--- src/rtl/fizzle_pkg.sv ---
// -----------------------------------------------------------------------------
// fizzle_pkg
// Shared types and default constants for the fizzle transition controller.
//   fizzle_state_t : controller state encoding (IDLE, WAIT, FADE, DONE)
//   FZ_LFSR_LEN    : default LFSR width / fizzlebuffer address width
//   FZ_TAPS        : default maximal-length Galois tap mask for FZ_LFSR_LEN
//   FZ_PIXELS      : default fizzlebuffer depth
//   cnt_width()    : bits needed to hold 0..n, never less than one bit
// -----------------------------------------------------------------------------
package fizzle_pkg;

  typedef enum logic [1:0] {
    IDLE = 2'd0,
    WAIT = 2'd1,
    FADE = 2'd2,
    DONE = 2'd3
  } fizzle_state_t;

  localparam int          FZ_LFSR_LEN = 15;
  localparam logic [14:0] FZ_TAPS     = 15'b110000000000000;
  localparam int          FZ_PIXELS   = 19200;

  // A zero-valued count still needs a one-bit register to exist.
  function automatic int cnt_width(input int n);
    return (n <= 0) ? 1 : $clog2(n + 1);
  endfunction

endpackage

--- src/rtl/fizzle_ctrl_lfsr.sv ---
// -----------------------------------------------------------------------------
// fizzle_ctrl_lfsr
// Right-shifting Galois LFSR used as the fizzle address generator. The reset
// state and the local load value are both SEED, so a reload restarts the
// exact same sequence that follows reset.
// Ports:
//   clk    in   clock
//   rst    in   asynchronous active-high reset (loads SEED)
//   ld     in   synchronous reload of SEED (has priority over en)
//   en     in   advance one step
//   q      out  current state
//   q_next out  state after the next advance (combinational)
// -----------------------------------------------------------------------------
module fizzle_ctrl_lfsr
  import fizzle_pkg::*;
#(
  parameter int             LEN  = FZ_LFSR_LEN,
  parameter logic [LEN-1:0] TAPS = LEN'(FZ_TAPS),
  parameter logic [LEN-1:0] SEED = LEN'(1)
) (
  input  logic           clk,
  input  logic           rst,
  input  logic           ld,
  input  logic           en,
  output logic [LEN-1:0] q,
  output logic [LEN-1:0] q_next
);

  logic [LEN-1:0] r_q;

  // Galois step: shift right, fold the taps in when a one drops out.
  always_comb begin
    if (r_q[0]) begin
      q_next = (r_q >> 1) ^ TAPS;
    end else begin
      q_next = r_q >> 1;
    end
  end

  // State register: reload wins over advance.
  always_ff @(posedge clk or posedge rst) begin
    if (rst) begin
      r_q <= SEED;
    end else if (ld) begin
      r_q <= SEED;
    end else if (en) begin
      r_q <= q_next;
    end
  end

  assign q = r_q;

endmodule

--- src/rtl/fizzle_ctrl.sv ---
// -----------------------------------------------------------------------------
// fizzle_ctrl
// Sequences a full-screen fizzle transition: after start it waits WAIT_FRAMES
// frame pulses, then writes every fizzlebuffer address exactly once in LFSR
// order, one valid pixel per RATE clocks, and finally reports done.
// Candidates beyond the buffer depth are skipped at one per clock.
// Optional build macro: FIZZLE_BLANK_ONLY_EN -- writes and skips only happen
// while blank is high; an expired write waits for blanking.
// Ports:
//   clk      in   pixel clock
//   rst_n    in   asynchronous active-low reset
//   start    in   one-cycle request, honoured in IDLE and DONE
//   abort    in   return to IDLE next cycle, from any state
//   dir      in   value written to every pixel, latched on accepted start
//   frame    in   one-cycle pulse at start of vertical blanking
//   blank    in   blanking level (used only with FIZZLE_BLANK_ONLY_EN)
//   fz_we    out  fizzlebuffer write enable (one clock per pixel)
//   fz_addr  out  fizzlebuffer write address
//   fz_data  out  fizzlebuffer write data
//   busy     out  high in WAIT and FADE
//   done     out  high in DONE
// -----------------------------------------------------------------------------
module fizzle_ctrl
  import fizzle_pkg::*;
#(
  parameter int                  LFSR_LEN    = FZ_LFSR_LEN,
  parameter logic [LFSR_LEN-1:0] LFSR_TAPS   = LFSR_LEN'(FZ_TAPS),
  parameter logic [LFSR_LEN-1:0] LFSR_SEED   = LFSR_LEN'(1),
  parameter int                  PIXELS      = FZ_PIXELS,
  parameter int                  WAIT_FRAMES = 600,
  parameter int                  RATE        = 3200
) (
  input  logic                clk,
  input  logic                rst_n,
  input  logic                start,
  input  logic                abort,
  input  logic                dir,
  input  logic                frame,
  input  logic                blank,
  output logic                fz_we,
  output logic [LFSR_LEN-1:0] fz_addr,
  output logic                fz_data,
  output logic                busy,
  output logic                done
);

  localparam int FCW = cnt_width(WAIT_FRAMES);
  localparam int RCW = cnt_width(RATE);
  localparam logic [FCW-1:0]      FC_LAST = (WAIT_FRAMES == 0) ? FCW'(0) : FCW'(WAIT_FRAMES - 1);
  localparam logic [RCW-1:0]      RC_LAST = RCW'(RATE - 1);
  localparam logic [LFSR_LEN-1:0] PIX_LIM = LFSR_LEN'(PIXELS);

  fizzle_state_t       r_state;
  logic [FCW-1:0]      r_frame_cnt;
  logic [RCW-1:0]      r_rate_cnt;
  logic                r_dir;
  logic                r_fz_we;
  logic [LFSR_LEN-1:0] r_fz_addr;
  logic                r_fz_data;
  logic                r_busy;
  logic                r_done;

  logic [LFSR_LEN-1:0] w_lfsr_q;
  logic [LFSR_LEN-1:0] w_lfsr_next;
  logic [LFSR_LEN-1:0] w_cand;
  logic                w_skip;
  logic                w_expire;
  logic                w_gate;
  logic                w_adv;
  logic                w_load;
  logic                w_last;
  logic                w_rst;
  logic                w_unused;

  assign w_rst = ~rst_n;

  fizzle_ctrl_lfsr #(
    .LEN  (LFSR_LEN),
    .TAPS (LFSR_TAPS),
    .SEED (LFSR_SEED)
  ) u_lfsr (
    .clk    (clk),
    .rst    (w_rst),
    .ld     (w_load),
    .en     (w_adv),
    .q      (w_lfsr_q),
    .q_next (w_lfsr_next)
  );

`ifdef FIZZLE_BLANK_ONLY_EN
  assign w_gate   = blank;
  assign w_unused = 1'b0;
`else
  assign w_gate   = 1'b1;
  assign w_unused = blank;
`endif

  // Candidate decode and LFSR control strobes.
  always_comb begin
    // The LFSR never holds zero, so state-1 covers addresses 0..2^LEN-2.
    w_cand   = w_lfsr_q - LFSR_LEN'(1);
    w_skip   = (w_cand >= PIX_LIM);
    w_expire = (r_rate_cnt == RC_LAST);
    w_last   = (w_lfsr_next == LFSR_SEED);
    w_adv    = (r_state == FADE) && !abort && w_gate && (w_skip || w_expire);
    w_load   = !abort && start && ((r_state == IDLE) || (r_state == DONE));
  end

  // Controller FSM with registered outputs.
  always_ff @(posedge clk or negedge rst_n) begin
    if (!rst_n) begin
      r_state     <= IDLE;
      r_frame_cnt <= '0;
      r_rate_cnt  <= '0;
      r_dir       <= 1'b0;
      r_fz_we     <= 1'b0;
      r_fz_addr   <= '0;
      r_fz_data   <= 1'b0;
      r_busy      <= 1'b0;
      r_done      <= 1'b0;
    end else begin
      r_fz_we <= 1'b0;
      if (abort) begin
        r_state <= IDLE;
        r_busy  <= 1'b0;
        r_done  <= 1'b0;
      end else begin
        case (r_state)
          IDLE, DONE: begin
            if (start) begin
              r_dir       <= dir;
              r_frame_cnt <= '0;
              r_rate_cnt  <= '0;
              r_busy      <= 1'b1;
              r_done      <= 1'b0;
              r_state     <= (WAIT_FRAMES == 0) ? FADE : WAIT;
            end
          end
          WAIT: begin
            if (frame) begin
              r_frame_cnt <= r_frame_cnt + FCW'(1);
              if (r_frame_cnt == FC_LAST) begin
                r_rate_cnt <= '0;
                r_state    <= FADE;
              end
            end
          end
          FADE: begin
            // Counting continues outside blanking; only the expiry waits.
            if (!w_skip && !w_expire) begin
              r_rate_cnt <= r_rate_cnt + RCW'(1);
            end else if (w_gate) begin
              if (!w_skip) begin
                r_fz_we    <= 1'b1;
                r_fz_addr  <= w_cand;
                r_fz_data  <= r_dir;
                r_rate_cnt <= '0;
              end
              // Wrapping back to the seed means every candidate has been seen.
              if (w_last) begin
                r_state <= DONE;
                r_busy  <= 1'b0;
                r_done  <= 1'b1;
              end
            end
          end
          default: begin
            r_state <= IDLE;
            r_busy  <= 1'b0;
            r_done  <= 1'b0;
          end
        endcase
      end
    end
  end

  assign fz_we   = r_fz_we;
  assign fz_addr = r_fz_addr;
  assign fz_data = r_fz_data;
  assign busy    = r_busy;
  assign done    = r_done;

endmodule

--- config.mk ---
export PLATFORM = sky130hd
export DESIGN_NAME = fizzle_ctrl
export DESIGN_NICKNAME = d
export VERILOG_FILES = /design/src/rtl/fizzle_pkg.sv /design/src/rtl/fizzle_ctrl_lfsr.sv /design/src/rtl/fizzle_ctrl.sv
export SDC_FILE = /design/constraint.sdc
export NUM_CORES = 1
export LEC_CHECK = 0
export ABC_AREA = 1
export CAP_MARGIN = 20
export CORE_MARGIN = 5
export CORE_UTILIZATION = 59
export CTS_BUF_LIST = sky130_fd_sc_hd__clkbuf_4
export DETAILED_ROUTE_END_ITERATION = 7
export PLACE_DENSITY = 0.8
export SLEW_MARGIN = 20
export SYNTH_ARGS = -nofsm -noshare
export SYNTH_HDL_FRONTEND = slang
export SYNTH_SLANG_ARGS = --single-unit
--- constraint.sdc ---
create_clock -name clk -period 4.1 [get_ports clk]
set_input_delay 1.025 -clock clk [delete_from_list [all_inputs] [get_ports clk]]
set_output_delay 1.025 -clock clk [all_outputs]
set_load 0.005 [all_outputs]
==> impl_metrics.toml <==
[outcome]
run_status = "complete, no violations"

[floorplanning]
design.die.area_um2 = 7400
initial_utilization = 0.612
die_w_um = 86.0
rows = 27
fp.coreArea_um2 = 5570
boundaryPins = 26
chipHeight_um = 86.0

[timing]
slew_headroom = 0.440
hold_viol = 0
setup-tns-final_ns = 0
fmax_mhz = 378
finalMaxSlewViolations = 0
grt_setup_unrepaired = "false"
post-route-period-util = 0.645
fin_ws_ns = 1.46
fin_skew_ns = 0.0145
tightest_slew_ns = 0.840
layout_min_cycle_time_ns = 2.64
finalSetupViolCount = 0

[critical_path]
startpoint_type = "flop"
worstSetupEndpoint = "u_lfsr.q[11]$_DFFE_PN0P_"
critical_path.reg2reg.endpoint = "u_lfsr.q[11]$_DFFE_PN0P_"
crit_chain = "inv_2, ha_1, nand3_2, nor2_1, xor2_1, nand2_1, nand3_4, nand3_4, nand2_2, inv_1, nand2_1, nand2_1"
critPathLaunch = "u_lfsr.q[0]$_DFFE_PN1P_"
worst-setup-path-type = "reg2reg"
crit_path_max_fanout = 20
max_stage_delay_ns = 0.61
path_common_cell = "sky130_fd_sc_hd__nand2_1"
crit_required_ns = 4.39
kind_of_end_point_of_the_critical_path = "flop"
worst_flop_to_flop_path_startpoint = "u_lfsr.q[0]$_DFFE_PN1P_"
r2r_setup_slack_ns = 1.46
crit_slowest_cell = "sky130_fd_sc_hd__dfstp_2"
worst-r2r-cell-count = 12
timing.critical_path.arrival_ns = 2.93

[power]
irDropWorstVdd_uv = 360
finalPower_w = 0.00170
static_power_due_to_leakage_nw = 1.96
power.density_cell_area_nw_per_um2 = 450

[route]
firstDrtPassIters = 5
drt-total-wl_mm = 6.99
first_iter_violations = 173
per_cell_via_count_in_the_routed_design = 5.25
num_vias = 2964
wire_per_inst_um = 12.4
remaining_drc_errors = 0
detail-route-antenna-nets = 0

[finish]
utilization = 0.677
final_cell_count_no_fill = 565
layout.nets = 500
syn_to_final_growth_pct = 10.7
layout-drive-gt1-share = 0.118
antenna_diode_count = 0

[placement]
dpl_worst_slack_ns = 1.13
gpl.final_weighted_congestion = 0.872
hpwl_mm = 5.15
place.port_buffers = 24
place.detailed.instances = 549

[clock_network]
post_cts.repair.setup_buffers = 0
cts_hold_repair.buffers = 0
cts_inserted_buffers = 9
clock_transition_at_the_register_clock_pins_on_the_worst_setup_and_hold_paths_after_cts_ns = 0.10
clock_tree.buffer_depth = 2
tritoncts = "done"
htree_levels = 3
worst_skew_pair.late_latency_ns = 0.40
postCtsResizedCells = 0
clock_tree.root_cell = "sky130_fd_sc_hd__clkbuf_4"
cts_sinks = 59

[synth]
seq_area_frac_synth = 0.433
synth_common_cells = "160 x sky130_fd_sc_hd__nand2_1, 58 x sky130_fd_sc_hd__dfrtp_1, 52 x sky130_fd_sc_hd__nor2_1, 44 x sky130_fd_sc_hd__inv_1, 21 x sky130_fd_sc_hd__nand3_1"
synth_most_common_cell = "sky130_fd_sc_hd__nand2_1"
yosys_warns = 0
postSynthAreaPerCell_um2 = 7.39
ys_dominant_reg_cell = "sky130_fd_sc_hd__dfrtp_1"
post_synth_instance_area_um2 = 3410
cell_types_occupying_the_most_area_after_synthesis = "sky130_fd_sc_hd__dfrtp_1 43%, sky130_fd_sc_hd__nand2_1 18%, sky130_fd_sc_hd__nor2_1 5.7%"
synth_edf_count = 0
post_synth_inst_count = 462
yosys_register_bits = 59
synth_top_area_share = 0.425
synth_cell_type_count = 33
postSynthNetCount = 474
ys_async_sr_fraction = 1.00
yosys.area.top_type = "sky130_fd_sc_hd__dfrtp_1"

[hold_path]
min-delay-path-class = "reg2reg"

[grt]
grt_antenna_before_repair = 0
grt_util_all_layers = 0.213
first_global_vias = 2932
first_pass_grt_wire_length_mm = 12.7
grt_overflow = 0
maximum_number_of_pins_on_one_net_before_global_route_repair = 39

[flow_run]
cap_violations = 0
## power breakdown
part	internal, W	total (W)	leakage, nW	switching [W]
Clock	0.000140	0.000343	0.0662	0.000204
Sequential	0.000631	0.000678	0.807	0.0000472
Combinational	0.000222	0.000679	1.08	0.000457
Total	0.000992	0.00170	1.96	0.000708
## final cells by class
cell class | count | area, um2
Clock buffer | 12 | 90.1
Clock inverter | 4 | 17.5
Fill cell | 465 | 1800
Inverter | 52 | 195
Multi-Input combinational cell | 340 | 1660
Sequential cell | 59 | 1480
Tap cell | 72 | 90.1
Timing Repair Buffer | 26 | 250
## stage by stage
stage               area, um2  hold slack, ns
floorplan                3410           0.464
detailed placement       3670           0.462
global placement         3670           0.460
finish                   3780           0.475
global route             3780           0.512
CTS                      3780           0.480
## logic make-up (layout without fill, tap and decap cells)
| family | count (synthesis) | after routing | share of synthesized area |
|---|---|---|---|
| AND/OR/NAND/NOR | 284 | 284 | 0.376 |
| buffers and inverters | 63 | 94 | 0.0818 |
| flip-flops | 59 | 59 | 0.433 |
| AO/OA/AOI/OAI | 43 | 43 | 0.0700 |
| XOR/XNOR | 8 | 8 | 0.0205 |
| adder cells (fa/ha/maj) | 5 | 5 | 0.0183 |
## sequential cells by signal, summed over array words and instances, names as in the netlist, 2 cells and up
name         flops
r_state          2
r_rate_cnt      12
fz_addr         15
r_frame_cnt     10
u_lfsr.q        15
## critical path, delay by kind of cell, from the launching register on
kind,cells,cell delay [ns]
and+or+nand+nor,8,1.12
adders and majority gates,1,0.26
DFF,1,0.61
xor gates and xnor gates,1,0.20
buffers and inverters,2,0.33
## cells in the final DEF, fill, tap and decap left out, types with 2 or more instances in the layout
cell type | netlist | layout
sky130_fd_sc_hd__nand2_1 | 160 | 160
sky130_fd_sc_hd__o21ai_0 | 15 | 15
sky130_fd_sc_hd__inv_2 | 8 | 8
sky130_fd_sc_hd__xor2_1 | 7 | 7
sky130_fd_sc_hd__dfrtp_1 | 58 | 58
sky130_fd_sc_hd__inv_1 | 44 | 44
sky130_fd_sc_hd__a21oi_1 | 10 | 10
sky130_fd_sc_hd__clkbuf_4 | 0 | 12
sky130_fd_sc_hd__ha_1 | 5 | 5
sky130_fd_sc_hd__nand2_2 | 8 | 8
sky130_fd_sc_hd__nand3_4 | 2 | 2
sky130_fd_sc_hd__clkdlybuf4s50_1 | 0 | 23
sky130_fd_sc_hd__clkinv_1 | 0 | 2
sky130_fd_sc_hd__clkinv_2 | 0 | 2
sky130_fd_sc_hd__nor2_4 | 3 | 3
sky130_fd_sc_hd__nand2_4 | 2 | 2
sky130_fd_sc_hd__o211ai_1 | 2 | 2
sky130_fd_sc_hd__nand4_1 | 7 | 7
sky130_fd_sc_hd__nor2_2 | 7 | 7
sky130_fd_sc_hd__nor4_1 | 2 | 2
sky130_fd_sc_hd__nor3_1 | 8 | 8
sky130_fd_sc_hd__nand3_2 | 5 | 5
sky130_fd_sc_hd__or2_2 | 3 | 3
sky130_fd_sc_hd__nor2_1 | 52 | 52
sky130_fd_sc_hd__nand3b_1 | 3 | 3
sky130_fd_sc_hd__o21ai_1 | 13 | 13
sky130_fd_sc_hd__buf_4 | 1 | 2
sky130_fd_sc_hd__nand3_1 | 21 | 21
## worst min path at each step
stage                                          from                   endpoint  slack, ns  cells past startpoint
after detailed placement           done$_DFFE_PN0P_           done$_DFFE_PN0P_       0.46                      2
final                              done$_DFFE_PN0P_           done$_DFFE_PN0P_       0.47                      2
after floorplan           r_rate_cnt[6]$_DFFE_PN0P_  r_rate_cnt[6]$_DFFE_PN0P_       0.46                      2
after global routing        fz_addr[13]$_DFFE_PN0P_    fz_addr[13]$_DFFE_PN0P_       0.51                      2
after global placement             busy$_DFFE_PN0P_           busy$_DFFE_PN0P_       0.46                      2
after CTS                          done$_DFFE_PN0P_           done$_DFFE_PN0P_       0.48                      2
## routing by layer
layer  vias to the layer above  GRT usage  part of all wire
li1                       1503          -                 -
met2                        81      0.344              0.45
met3                        13     0.0471             0.054
met4                         0     0.0906             0.020
met1                      1367      0.275              0.48
met5                         -          0                 0
No activity file was read; power rests on OpenSTA's default activity.
